<file path="config.mk">
export PLATFORM = sky130hd
export DESIGN_NAME = ttl_magnitude_comparator_serial
export DESIGN_NICKNAME = d
export VERILOG_FILES = /design/src/rtl/ttl_magnitude_comparator_serial.sv
export SDC_FILE = /design/constraint.sdc
export NUM_CORES = 1
export LEC_CHECK = 0
export CAP_MARGIN = 25
export CORE_MARGIN = 4
export CORE_UTILIZATION = 42
export CTS_BUF_LIST = sky130_fd_sc_hd__clkbuf_2 sky130_fd_sc_hd__clkbuf_4 sky130_fd_sc_hd__clkbuf_8
export DETAILED_ROUTE_END_ITERATION = 10
export GPL_TIMING_DRIVEN = 0
export MAX_ROUTING_LAYER = met4
export PLACE_DENSITY = 0.76
export SYNTH_ARGS = -nofsm -noshare
export SYNTH_HDL_FRONTEND = slang
export SYNTH_SLANG_ARGS = --single-unit
</file>
<file path="constraint.sdc">
create_clock -name Clk -period 1.5 [get_ports Clk]
set_input_delay 0.15 -clock Clk [delete_from_list [all_inputs] [get_ports Clk]]
set_output_delay 0.15 -clock Clk [all_outputs]
set_load 0.01 [all_outputs]
</file>
<file path="src/rtl/ttl_magnitude_comparator_serial.sv">
// Serial multi-word magnitude comparator, the clocked successor to the
// cascadable 4-bit comparator. A and B arrive one chunk per clock, most
// significant chunk first, between First and Last. The first unequal
// chunk latches the decision. When every chunk is equal, the result comes
// from the cascade inputs, using the classic expansion semantics.
//
// Build option: define TTL_SERIAL_CMP_SIGNED_EN to treat the operands as
// two's complement. The sign is taken from the MSB of the First chunk.
module ttl_magnitude_comparator_serial #(
    parameter int WIDTH_IN   = 4,
    parameter int MAX_CHUNKS = 4,
    parameter int DELAY_RISE = 0,
    parameter int DELAY_FALL = 0
) (
    input  logic                Clk,
    input  logic                Clear_bar,
    input  logic                Valid,
    input  logic                First,
    input  logic                Last,
    input  logic [WIDTH_IN-1:0] A,
    input  logic [WIDTH_IN-1:0] B,
    input  logic                ALess_in,
    input  logic                Equal_in,
    input  logic                AGreater_in,
    output logic                ALess_out,
    output logic                Equal_out,
    output logic                AGreater_out,
    output logic                Busy,
    output logic                Done,
    output logic                Overflow
);

    localparam int             CW      = $clog2(MAX_CHUNKS + 1);
    localparam logic [CW-1:0]  MAX_CNT = CW'(MAX_CHUNKS);

    // Rise/fall delays are not modelled in the synthesizable netlist.
    // Output timing is left to implementation. Negative values are rejected.
    if ((DELAY_RISE < 0) || (DELAY_FALL < 0)) begin : g_bad_delay
        $error("DELAY_RISE/DELAY_FALL must be non-negative");
    end

    typedef enum logic [1:0] {IDLE, COMPARE, DONE, ERROR} state_t;

    state_t        state_q;
    logic [CW-1:0] cnt_q, cnt_d;
    logic          decided_q, decided_d;
    logic          less_q, less_d;
    logic          alt_q, aeq_q, agt_q;
    logic          busy_q, done_q, ovf_q;
    logic          chunk_lt, chunk_gt;
    logic          accept;

    // Order of the current chunk pair (sign-aware on the First chunk when enabled)
    always_comb begin
        chunk_lt = (A < B);
        chunk_gt = (A > B);
`ifdef TTL_SERIAL_CMP_SIGNED_EN
        if (First && (A[WIDTH_IN-1] != B[WIDTH_IN-1])) begin
            chunk_lt = A[WIDTH_IN-1];
            chunk_gt = B[WIDTH_IN-1];
        end
`endif
    end

    // Chunk acceptance, counter advance and sticky decision update
    always_comb begin
        accept    = Valid && (First || (state_q == COMPARE));
        cnt_d     = cnt_q;
        decided_d = decided_q;
        less_d    = less_q;
        if (First) begin
            cnt_d     = CW'(1);
            decided_d = chunk_lt | chunk_gt;
            less_d    = chunk_lt;
        end else begin
            cnt_d = cnt_q + 1'b1;
            if (!decided_q) begin
                decided_d = chunk_lt | chunk_gt;
                less_d    = chunk_lt;
            end
        end
    end

    // FSM with registered outputs. Results change only on entry to DONE/ERROR or on reset.
    always_ff @(posedge Clk) begin
        if (!Clear_bar) begin
            state_q   <= IDLE;
            cnt_q     <= '0;
            decided_q <= 1'b0;
            less_q    <= 1'b0;
            alt_q     <= 1'b0;
            aeq_q     <= 1'b0;
            agt_q     <= 1'b0;
            busy_q    <= 1'b0;
            done_q    <= 1'b0;
            ovf_q     <= 1'b0;
        end else if (accept) begin
            cnt_q     <= cnt_d;
            decided_q <= decided_d;
            less_q    <= less_d;
            if (Last) begin
                state_q <= DONE;
                busy_q  <= 1'b0;
                done_q  <= 1'b1;
                ovf_q   <= 1'b0;
                if (decided_d) begin
                    alt_q <= less_d;
                    aeq_q <= 1'b0;
                    agt_q <= ~less_d;
                end else begin
                    alt_q <= ~Equal_in & ~AGreater_in;
                    aeq_q <= Equal_in;
                    agt_q <= ~Equal_in & ~ALess_in;
                end
            end else if (cnt_d == MAX_CNT) begin
                state_q <= ERROR;
                busy_q  <= 1'b0;
                done_q  <= 1'b1;
                ovf_q   <= 1'b1;
                alt_q   <= 1'b0;
                aeq_q   <= 1'b0;
                agt_q   <= 1'b0;
            end else begin
                state_q <= COMPARE;
                busy_q  <= 1'b1;
                done_q  <= 1'b0;
                ovf_q   <= 1'b0;
            end
        end
    end

    assign ALess_out    = alt_q;
    assign Equal_out    = aeq_q;
    assign AGreater_out = agt_q;
    assign Busy         = busy_q;
    assign Done         = done_q;
    assign Overflow     = ovf_q;

endmodule

</file>
Word-level counts from Yosys, hierarchy flattened. Index checks and enable logic that the tools add are counted.

$add $sub $neg: 1. Equality and inequality tests: 2. Muxes and demuxes: 19. Reduce and logical (&&, ||, !) cells: 4. Bitwise operators: 7. Order comparisons: 2.

Operator list (count): $mux W1 (16); $gt A4 B4 Y1 (1); $lt A4 B4 Y1 (1); $mux W2 (2); $not A1 Y1 (4); $add A3 B1 Y3 const B (1); $eq A3 B3 Y1 const B (1); $mux W3 (1); $and A1 B1 Y1 (2); $eq A2 B1 Y1 const B (1); $reduce_and A2 Y1 (1); $reduce_bool A2 Y1 (1); $logic_and A1 B1 Y1 (1); $logic_or A1 B1 Y1 (1); $or A1 B1 Y1 (1).

Logic and storage cells: 45. Output and inout port bits: 6. Input bits: 16. Register bits after elaboration: 13.

Longest topological paths before layout. Gate-level depths: netlist of the first run.

Depth after elaboration: 6. Depth in mapped cells: 6.

Worst setup path before layout of the first run. No wires, ideal clock.

Path type: register to register. Start: register cnt_q[0]. End: register ovf_q, in the netlist Overflow. Cell stages (with the launch flop): 6. Period minus slack after synthesis: 1.417 ns. Path buffers: 0. Arrival time: 1.347 ns. Path slack: 0.083 ns. Cells stage by stage: dfxtp_1 > ha_1 > nor2_1 > nand3_1 > or3_2 > a21oi_1.

Cells in the longest elaborated chain, start to end: 5.

Ends and longest elaborated chain: start, declared (RTL line 45) `logic [CW-1:0] cnt_q, cnt_d;`; start signal, assigned (RTL line 98) `cnt_q <= cnt_d;`; $add A3 B1 Y3 (RTL line 76) `cnt_d = cnt_q + 1'b1;`; $mux W3 (RTL line 71) `if (First) begin`; $eq A3 B3 Y1 (RTL line 115) `end else if (cnt_d == MAX_CNT) begin`; $mux W1 (RTL line 115); $mux W1 (RTL line 101) `if (Last) begin`; end signal, assigned (RTL line 105) `ovf_q <= 1'b0;`; end signal, assigned (RTL line 119) `ovf_q <= 1'b1;`; end signal, assigned (RTL line 127) `ovf_q <= 1'b0;`; end, declared (RTL line 49) `logic busy_q, done_q, ovf_q;`.

Every way passes these cells. A chain may end at the register's enable or synchronous reset.

Final worst setup path of the first run.
Start: input port B[1]. End: register agt_q, in the netlist AGreater_out.

Cells in the longest elaborated chain, start to end: 6.

Ends and longest elaborated chain: start, declared (RTL line 21) `input logic [WIDTH_IN-1:0] B,`; $lt A4 B4 Y1 or $gt A4 B4 Y1 (tied branches) (RTL line 55, 56); $or A1 B1 Y1 or $mux W1 (tied branches) (RTL line 73, 78, 77); $mux W1 (on tied branches) (RTL line 77, 71); $mux W1 or $not A1 Y1 (tied branches) (RTL line 71, 109); $mux W1 (*) (RTL line 106) `if (decided_d) begin`; $mux W1 (*) (RTL line 101); end signal, assigned (RTL line 109) `agt_q <= ~less_d;`; end signal, assigned (RTL line 113) `agt_q <= ~Equal_in & ~ALess_in;`; end, declared (RTL line 48) `logic alt_q, aeq_q, agt_q;`.

Every way passes the cells marked *; elsewhere a longest branch is shown, timed or not.

==> out/metrics.yaml, run 1 <==
timing:
  slew_violations: 0
  finalSetupTns_ps: 0
  finalCritPeriodShare_pct: 96.0
  min_period_ps: 1440
  rsz0062_at_grt: "yes"
  maxSlewHeadroom_pct: 73.9
  fmax_ghz: 0.695
  setup_viol: 0
  worst_slew_pin_slew_ps: 391
  fin_skew_ps: 1.06
  hold_ws_ps: 207
  hold_viol: 0
detailed_routing:
  drt_iter0_drc: 0
  first_pass_iters: 1
  drc: 0
  drtAntennaViolNets: 0
  detail_route.wl_per_cell_um: 13.5
  vias: 687
  via_per_inst: 5.54
  drt_wl_total_um: 1670
floorplan:
  row_count: 14
  core_um2: 1560
  die_area_um2: 2420
  die_x_um: 49.2
  die_y_um: 49.2
  num_io_pins: 22
  start_util_pct: 45.7
clock_network:
  cts_buffer_depth: 2
  root_buffer: "clkbuf_4"
  numCtsBuffers: 3
  clk_pin_slew_ps: 80
  cts_tree: "yes"
  h-tree-depth: 1
  clock_sinks: 13
  insertion_delay_ps: 270
synth:
  synth_largest_area_cell: "dfxtp_1"
  ys.flop_type: "dfxtp_1"
  synth_top_area_share_pct: 36.6
  ys_warn_count: 0
  netlist_instances: 82
  yosysSeqAreaShare_pct: 36.6
  synth_edf_count: 0
  yosys_register_bits: 13
  synth_cell_types: 33
  async_flop_share_pct: 0
  syn_nets: 103
  netlist_top_cells_area: "dfxtp_1, ha_1, nor2_1"
  synth.avg_cell_area_um2: 8.68
  synth_area_um2: 712
pwr:
  power_density_nw_per_um2: 781
  switching_share_pct: 27.0
  vdd_ir_drop_max_mv: 0.537
  p_int_w: 0.000595
  p_clk_share_pct: 28.8
  p_leak_nw: 0.410
  power_switching_w: 0.000220
  p_comb_share_pct: 25.1
  seq_power_share_pct: 46.2
run:
  maxCapViolCount: 0
grt:
  grt_max_degree: 11
  grt_usage_pct: 15.8
  grt_pass1_wl_um: 2920
  grt_pass1_vias: 670
  grt.overflow.total: 0
  antenna_found_initial: 0
min_path:
  min_from: "First"
  whs_path_depth: 3
  hold_class: "input port to flip-flop"
critical_path:
  setup.worst_path.start: "B[1]"
  critPathArrivalTime_ps: 1630
  worst_setup_path_start_kind: "input port"
  worst-r2r-cell-count: 5
  reg2reg_from: "cnt_q[0]"
  critPathRequiredTime_ps: 1690
  cp_max_fo: 4
  setup.worst_path.end_class: "flip-flop"
  crit_type: "input port to flip-flop"
placement:
  place_area_um2: 932
  dp_hpwl_um: 1280
  gp_congestion: 0.829
  io_buffers: 20
final_layout:
  final.fill_count: 135
  num_antenna_cells: 0
  fin_nets: 130
  fin_area_um2: 1040
  area_growth_pct: 46.6
  drive_gt1_share_pct: 23.1
run_status:
  outcome: "complete, no violations"
## worst paths after layout
check,endpoint,slack (ps)
hold reg to reg,cnt_q[1],450
hold / removal,cnt_q[1],210
setup / recovery,AGreater_out,60
setup reg to reg,Overflow,80
## sequential cells by signal (all words and copies together) (netlist names)
| name | count |
|---|---|
| less_q | 1 |
| Busy | 1 |
| AGreater_out | 1 |
| Done | 1 |
| ALess_out | 1 |
| Overflow | 1 |
| decided_q | 1 |
| Equal_out | 1 |
| state_q | 2 |
| cnt_q | 3 |
## power by group through the flow
stage / Clock, W / Sequential, W / Combinational [W]
after global routing: 0.000257 / 0.000379 / 0.000225
after detailed placement: 0 / 0.000385 / 0.000173
after floorplan: 0 / 0.000386 / 0.0000930
final: 0.000234 / 0.000376 / 0.000204
after global placement: 0 / 0.000384 / 0.000166
after CTS: 0.000238 / 0.000376 / 0.000182
## worst max-delay path, stage by stage
cell and delay (ps):
clkdlybuf4s50_1 450, inv_1 40, ha_1 280, nor2b_4 150, nor4_4 230, nor3b_2 90
o32ai_2 240
## layout by cell type (no fill, tap or decap), types with 2 or more instances in the layout
cell and count:
a211oi_1 3, dfxtp_2 2, clkbuf_4 4, dfxtp_1 11, nor2_1 13, ha_1 4, buf_4 2, o21ai_0 2
nand2_1 4, inv_1 7, o211ai_1 2, nor2b_4 2, clkdlybuf4s50_1 20, a21oi_1 3
## repair_timing
action                     CTS  global route
setup buffers                1             1
resized for setup            5            11
hold buffers                 0             0
pin swaps                    1             2
setup endpoints to repair    6             7
## stage by stage
stage,util [%],setup slack (ps),total power [W],cells
floorplan,-,83.4,0.000479,82
global placement,59.8,-447,0.000550,118
detailed placement,59.8,-487,0.000558,118
CTS,63.1,-8.97,0.000797,123
global route,66.9,-37.0,0.000861,124
finish,66.9,60.5,0.000814,124
## cells by family (layout without fill, tap and decap cells)
group | after synthesis | after routing | synth area share (%)
XOR/XNOR | 1 | 1 | 1.23
buffers and inverters | 9 | 35 | 5.98
AND/OR/NAND/NOR | 32 | 32 | 25.1
AO/OA/AOI/OAI | 22 | 22 | 22.3
flip-flops | 13 | 13 | 36.6
adder cells (fa/ha/maj) | 5 | 5 | 8.79
## layout make-up
class	instances	area, um^2	share of cell area [%]
tap	16	20.0	1.92
inverter	7	26.3	2.52
sequential	13	263	25.2
buffer	2	16.3	1.56
multi-input combinational	60	473	45.3
timing repair buffer	22	215	20.6
clock buffer	4	30.0	2.88
## per-layer routing
| layer | part of all wire (%) | wire, um | GRT usage, % |
|---|---|---|---|
| met1 | 42 | 710 | 17.1 |
| met2 | 52 | 875 | 27.7 |
| met3 | 4.9 | 82 | 5.20 |
| met4 | 0.24 | 4 | 3.79 |
| met5 | 0 | 0 | - |
## synthesized netlist by cell type, types with 2 or more instances
library cell	number
nand2_1	4
dfxtp_1	13
o21ai_0	3
nor3_1	2
a21oi_1	4
o21bai_1	2
nor3b_1	2
ha_1	5
nor2_1	14
a211oi_1	3
o211ai_1	2
inv_1	7
Power figures use the tool's default switching activity.
==> run 2: changes to the inputs <==
--- a/config.mk
+++ b/config.mk
@@ -9,10 +9,12 @@
 export CORE_MARGIN = 4
 export CORE_UTILIZATION = 42
 export CTS_BUF_LIST = sky130_fd_sc_hd__clkbuf_2 sky130_fd_sc_hd__clkbuf_4 sky130_fd_sc_hd__clkbuf_8
+export CTS_CLUSTER_DIAMETER = 80
 export DETAILED_ROUTE_END_ITERATION = 10
 export GPL_TIMING_DRIVEN = 0
 export MAX_ROUTING_LAYER = met4
 export PLACE_DENSITY = 0.76
+export SKIP_LAST_GASP = 1
 export SYNTH_ARGS = -nofsm -noshare
 export SYNTH_HDL_FRONTEND = slang
 export SYNTH_SLANG_ARGS = --single-unit
==> out/metrics.yaml, run 2 (synthesis gave the netlist of run 1 again) <==
run_status:
  outcome: "complete, no violations"
critical_path:
  critPathMaxStageDelay_ps: 450
  critPathArrivalTime_ps: 1630
  crit_slowest_cell: "clkdlybuf4s50_1"
  crit_chain: "clkdlybuf4s50_1 -> inv_1 -> ha_1 -> nor2b_4 -> nor4_4 -> nor3b_2 -> o32ai_2"
  setup.worst_path.end_class: "flip-flop"
  cp_max_fo: 4
  worst_setup_path_start_kind: "input port"
  critPathRequiredTime_ps: 1690
  worst-r2r-cell-count: 5
  crit_type: "input port to flip-flop"
run:
  maxCapViolCount: 0
pwr:
  p_int_w: 0.000595
  switching_share_pct: 27.0
  vdd_ir_drop_max_mv: 0.537
  p_comb_share_pct: 25.1
  power_density_nw_per_um2: 781
  p_leak_nw: 0.410
  p_clk_share_pct: 28.8
  seq_power_share_pct: 46.2
  power_switching_w: 0.000220
clock_network:
  cts_buffer_depth: 2
  clk_pin_slew_ps: 80
  insertion_delay_ps: 270
  cts_tree: "yes"
  numCtsBuffers: 3
  root_buffer: "clkbuf_4"
  clock_sinks: 13
  h-tree-depth: 1
final_layout:
  fin_cells: 124
  final_cell_mix: "clkdlybuf4s50_1, nor2_1, dfxtp_1"
  regMostFlops: "cnt_q"
  multi_input_area_um2: 473
  final_common_cell: "clkdlybuf4s50_1"
  final.fill_count: 135
  fin_nets: 130
  area_growth_pct: 46.6
  largest_reg_flops: 3
  register_area_um2: 263
  num_antenna_cells: 0
  drive_gt1_share_pct: 23.1
  fin_area_um2: 1040
  fin_util_pct: 66.9
  reg_top3: "cnt_q (3), state_q (2)"
floorplan:
  row_count: 14
  die_area_um2: 2420
  die_y_um: 49.2
  core_um2: 1560
  die_x_um: 49.2
  num_io_pins: 22
  start_util_pct: 45.7
detailed_routing:
  drt_iter0_drc: 0
  first_pass_iters: 1
  drtAntennaViolNets: 0
  drc: 0
  drt_wl_total_um: 1670
  vias: 687
  via_per_inst: 5.54
  detail_route.wl_per_cell_um: 13.5
timing:
  fmax_ghz: 0.695
  fin_skew_ps: 1.06
  worst_slew_pin_slew_ps: 391
  rsz0062_at_grt: "yes"
  setup_viol: 0
  maxSlewHeadroom_pct: 73.9
  min_period_ps: 1440
  hold_viol: 0
  finalCritPeriodShare_pct: 96.0
  slew_violations: 0
placement:
  place_area_um2: 932
  dp_hpwl_um: 1280
  gp_congestion: 0.829
  dp.cells: 118
  io_buffers: 20
grt:
  grt_max_degree: 11
  grt_pass1_wl_um: 2920
  grt.overflow.total: 0
  grt_usage_pct: 15.8
  antenna_found_initial: 0
  grt_pass1_vias: 670
min_path:
  hold_class: "input port to flip-flop"
  whs_path_depth: 3
[run 2: worst paths after layout]
path         slack, ps      from      endpoint
max                 60      B[1]  AGreater_out
min                210     First      cnt_q[1]
max reg2reg         80  cnt_q[0]      Overflow
min reg2reg        450  cnt_q[1]      cnt_q[1]
[run 2: power groups by stage]
stage	logic (W)	clock network [W]	registers, W
after CTS	0.000182	0.000238	0.000376
after floorplan	0.0000930	0	0.000386
after global routing	0.000225	0.000257	0.000379
after detailed placement	0.000173	0	0.000385
final	0.000204	0.000234	0.000376
after global placement	0.000166	0	0.000384
[run 2: per-layer routing]
metal  routed length, um  vias to the layer above  GRT usage [%]  part of all wire, %
li1                    -                      348              -                    -
met4                   4                        0           3.79                 0.24
met1                 710                      322           17.1                   42
met2                 875                       15           27.7                   52
met3                  82                        2           5.20                  4.9
met5                   0                        -              -                    0
[run 2: stage by stage]
stage | total power [W] | hold slack, ps | setup WS, ps | TNS [ps]
finish | 0.000814 | 207 | 60.5 | 0
global route | 0.000861 | 218 | -37.0 | -70.8
CTS | 0.000797 | 205 | -8.97 | -8.97
detailed placement | 0.000558 | 451 | -487 | -2050
global placement | 0.000550 | 441 | -447 | -1810
floorplan | 0.000479 | 246 | 83.4 | 0
[run 2: cell type report]
type                            count  share of cell area, %
Tap cell                           16                   1.92
Multi-Input combinational cell     60                   45.3
Buffer                              2                   1.56
Inverter                            7                   2.52
Timing Repair Buffer               22                   20.6
Clock buffer                        4                   2.88
Sequential cell                    13                   25.2
[run 2: what timing repair did]
item | CTS | global route
hold buffers | 0 | 0
pin swaps | 1 | 2
endpoints found under the setup margin | 6 | 7
setup buffers | 1 | 1
endpoints found under the hold margin | 0 | 0
resized for setup | 5 | 11
[run 2: worst max-delay path, delay by kind of cell]
kind                       cells  cell delay (ps)
buffers and inverters          2              490
AOI/OAI and AO/OA              1              240
adders and majority gates      1              280
and+or+nand+nor                3              470
==> run 3: changes to the inputs <==
--- a/config.mk
+++ b/config.mk
@@ -7,13 +7,12 @@
 export LEC_CHECK = 0
 export CAP_MARGIN = 25
 export CORE_MARGIN = 4
-export CORE_UTILIZATION = 42
+export CORE_UTILIZATION = 43
 export CTS_BUF_LIST = sky130_fd_sc_hd__clkbuf_2 sky130_fd_sc_hd__clkbuf_4 sky130_fd_sc_hd__clkbuf_8
 export CTS_CLUSTER_DIAMETER = 80
 export DETAILED_ROUTE_END_ITERATION = 10
-export GPL_TIMING_DRIVEN = 0
+export DONT_BUFFER_PORTS = 1
 export MAX_ROUTING_LAYER = met4
-export PLACE_DENSITY = 0.76
 export SKIP_LAST_GASP = 1
 export SYNTH_ARGS = -nofsm -noshare
 export SYNTH_HDL_FRONTEND = slang
==> out/metrics.yaml, run 3 (synthesis gave the netlist of run 1 again) <==
pwr:
  p_leak_nw: 0.324
  power_density_nw_per_um2: 915
  vdd_ir_drop_max_mv: 0.653
  p_total_w: 0.000731
timing:
  setup_viol: 0
  slew_violations: 0
  hold_viol: 0
  fmax_ghz: 0.707
  fin_skew_ps: 5.43
  finalCritPeriodShare_pct: 94.3
  worst_slew_pin_slew_ps: 376
  finalSetupTns_ps: 0
  min_period_ps: 1420
  rsz0062_at_grt: "no"
  maxSlewHeadroom_pct: 74.8
critical_path:
  crit_slowest_cell: "or3_2"
  critPathArrivalTime_ps: 1630
  critPathMaxStageDelay_ps: 400
  cp_max_fo: 2
  critPathRequiredTime_ps: 1720
  worst_setup_path_start_kind: "flip-flop"
  crit_chain: "ha_2 -> nor2_2 -> nand3_1 -> or3_2 -> a21oi_1"
  crit_type: "flip-flop to flip-flop"
  setup.worst_path.end_class: "flip-flop"
final_layout:
  multi_input_area_um2: 422
  reg_top3: "cnt_q (3), state_q (2)"
  area_growth_pct: 12.1
  register_area_um2: 260
  final.fill_count: 168
  drive_gt1_share_pct: 16.9
  largest_reg_flops: 3
  final_cell_mix: "dfxtp_1, nor2_1, inv_1"
  num_antenna_cells: 0
  fin_nets: 111
  regMostFlops: "cnt_q"
placement:
  gp_congestion: 0.808
  dp_hpwl_um: 1130
  io_buffers: 0
grt:
  antenna_found_initial: 0
  grt_pass1_wl_um: 2360
  grt_pass1_vias: 533
  grt_usage_pct: 13.0
  grt_max_degree: 12
  grt.overflow.total: 0
detailed_routing:
  drtAntennaViolNets: 0
  first_pass_iters: 4
  drt_wl_total_um: 1410
  via_per_inst: 5.67
  drt_iter0_drc: 7
  detail_route.wl_per_cell_um: 13.4
  vias: 595
  drc: 0
min_path:
  hold_class: "input port to flip-flop"
floorplan:
  die_x_um: 48.7
  num_io_pins: 22
  start_util_pct: 46.2
  row_count: 14
  die_y_um: 48.7
  die_area_um2: 2370
  core_um2: 1540
clock_network:
  post_cts_buffers: 0
  insertion_delay_ps: 280
  root_buffer: "clkbuf_4"
  clock_sinks: 13
  cts_buffer_depth: 2
  h-tree-depth: 1
  clk_pin_slew_ps: 70
  numCtsBuffers: 3
  cts_tree: "yes"
run:
  maxCapViolCount: 0
run_status:
  outcome: "complete, no violations"
run 3: final timing paths:
path	startpoint	to	slack [ps]	cells past startpoint
max	cnt_q[0]	Overflow	80	5
min	Clear_bar	less_q	10	2
max reg2reg	cnt_q[0]	Overflow	80	5
min reg2reg	cnt_q[1]	cnt_q[1]	460	2
run 3: worst max-delay path: cells and delay by family, from the launching register on:
kind / cells / cell delay [ps]
fa+ha+maj: 1 / 280
compound gates: 1 / 140
simple gates: 3 / 590
flops: 1 / 340
run 3: repair_timing:
action / 4_1_cts / 5_1_grt
resized for setup: 0 / 4
endpoints found under the setup margin: 0 / 7
hold buffers: 1 / 0
endpoints found under the hold margin: 1 / 0
run 3: per-stage QoR:
| stage | hold slack [ps] | util [%] | cells | cell area, um^2 | worst slack, ps |
|---|---|---|---|---|---|
| detailed placement | 271 | 48.4 | 100 | 746 | 70.4 |
| global placement | 252 | 48.4 | 100 | 746 | 74.9 |
| global route | 32.2 | 51.8 | 105 | 798 | 11.4 |
| floorplan | 246 | - | 82 | 712 | 83.4 |
| CTS | 8.77 | 51.0 | 105 | 786 | 47.9 |
| finish | 13.3 | 51.8 | 105 | 798 | 84.8 |
run 3: where the power goes:
part           internal (W)  switching (W)  total (W)
Sequential         0.000364      0.0000160   0.000380
Clock              0.000121       0.000109   0.000231
Combinational     0.0000580      0.0000618   0.000120
Total              0.000544       0.000187   0.000731
run 3: layer usage:
layer / share of wire [%] / vias up / track usage (%)
li1: - / 308 / -
met1: 46 / 269 / 15.5
met2: 43 / 15 / 18.0
met3: 9.4 / 3 / 8.59
met4: 0.85 / 0 / 2.69
met5: 0 / - / -
run 3: cell type report:
cell class                 instances  share of cell area (%)
multi-input combinational         60                    52.8
sequential                        13                    32.6
timing repair buffer               5                    5.02
clock buffer                       4                    3.76
inverter                           7                    3.29
tap                               16                    2.51
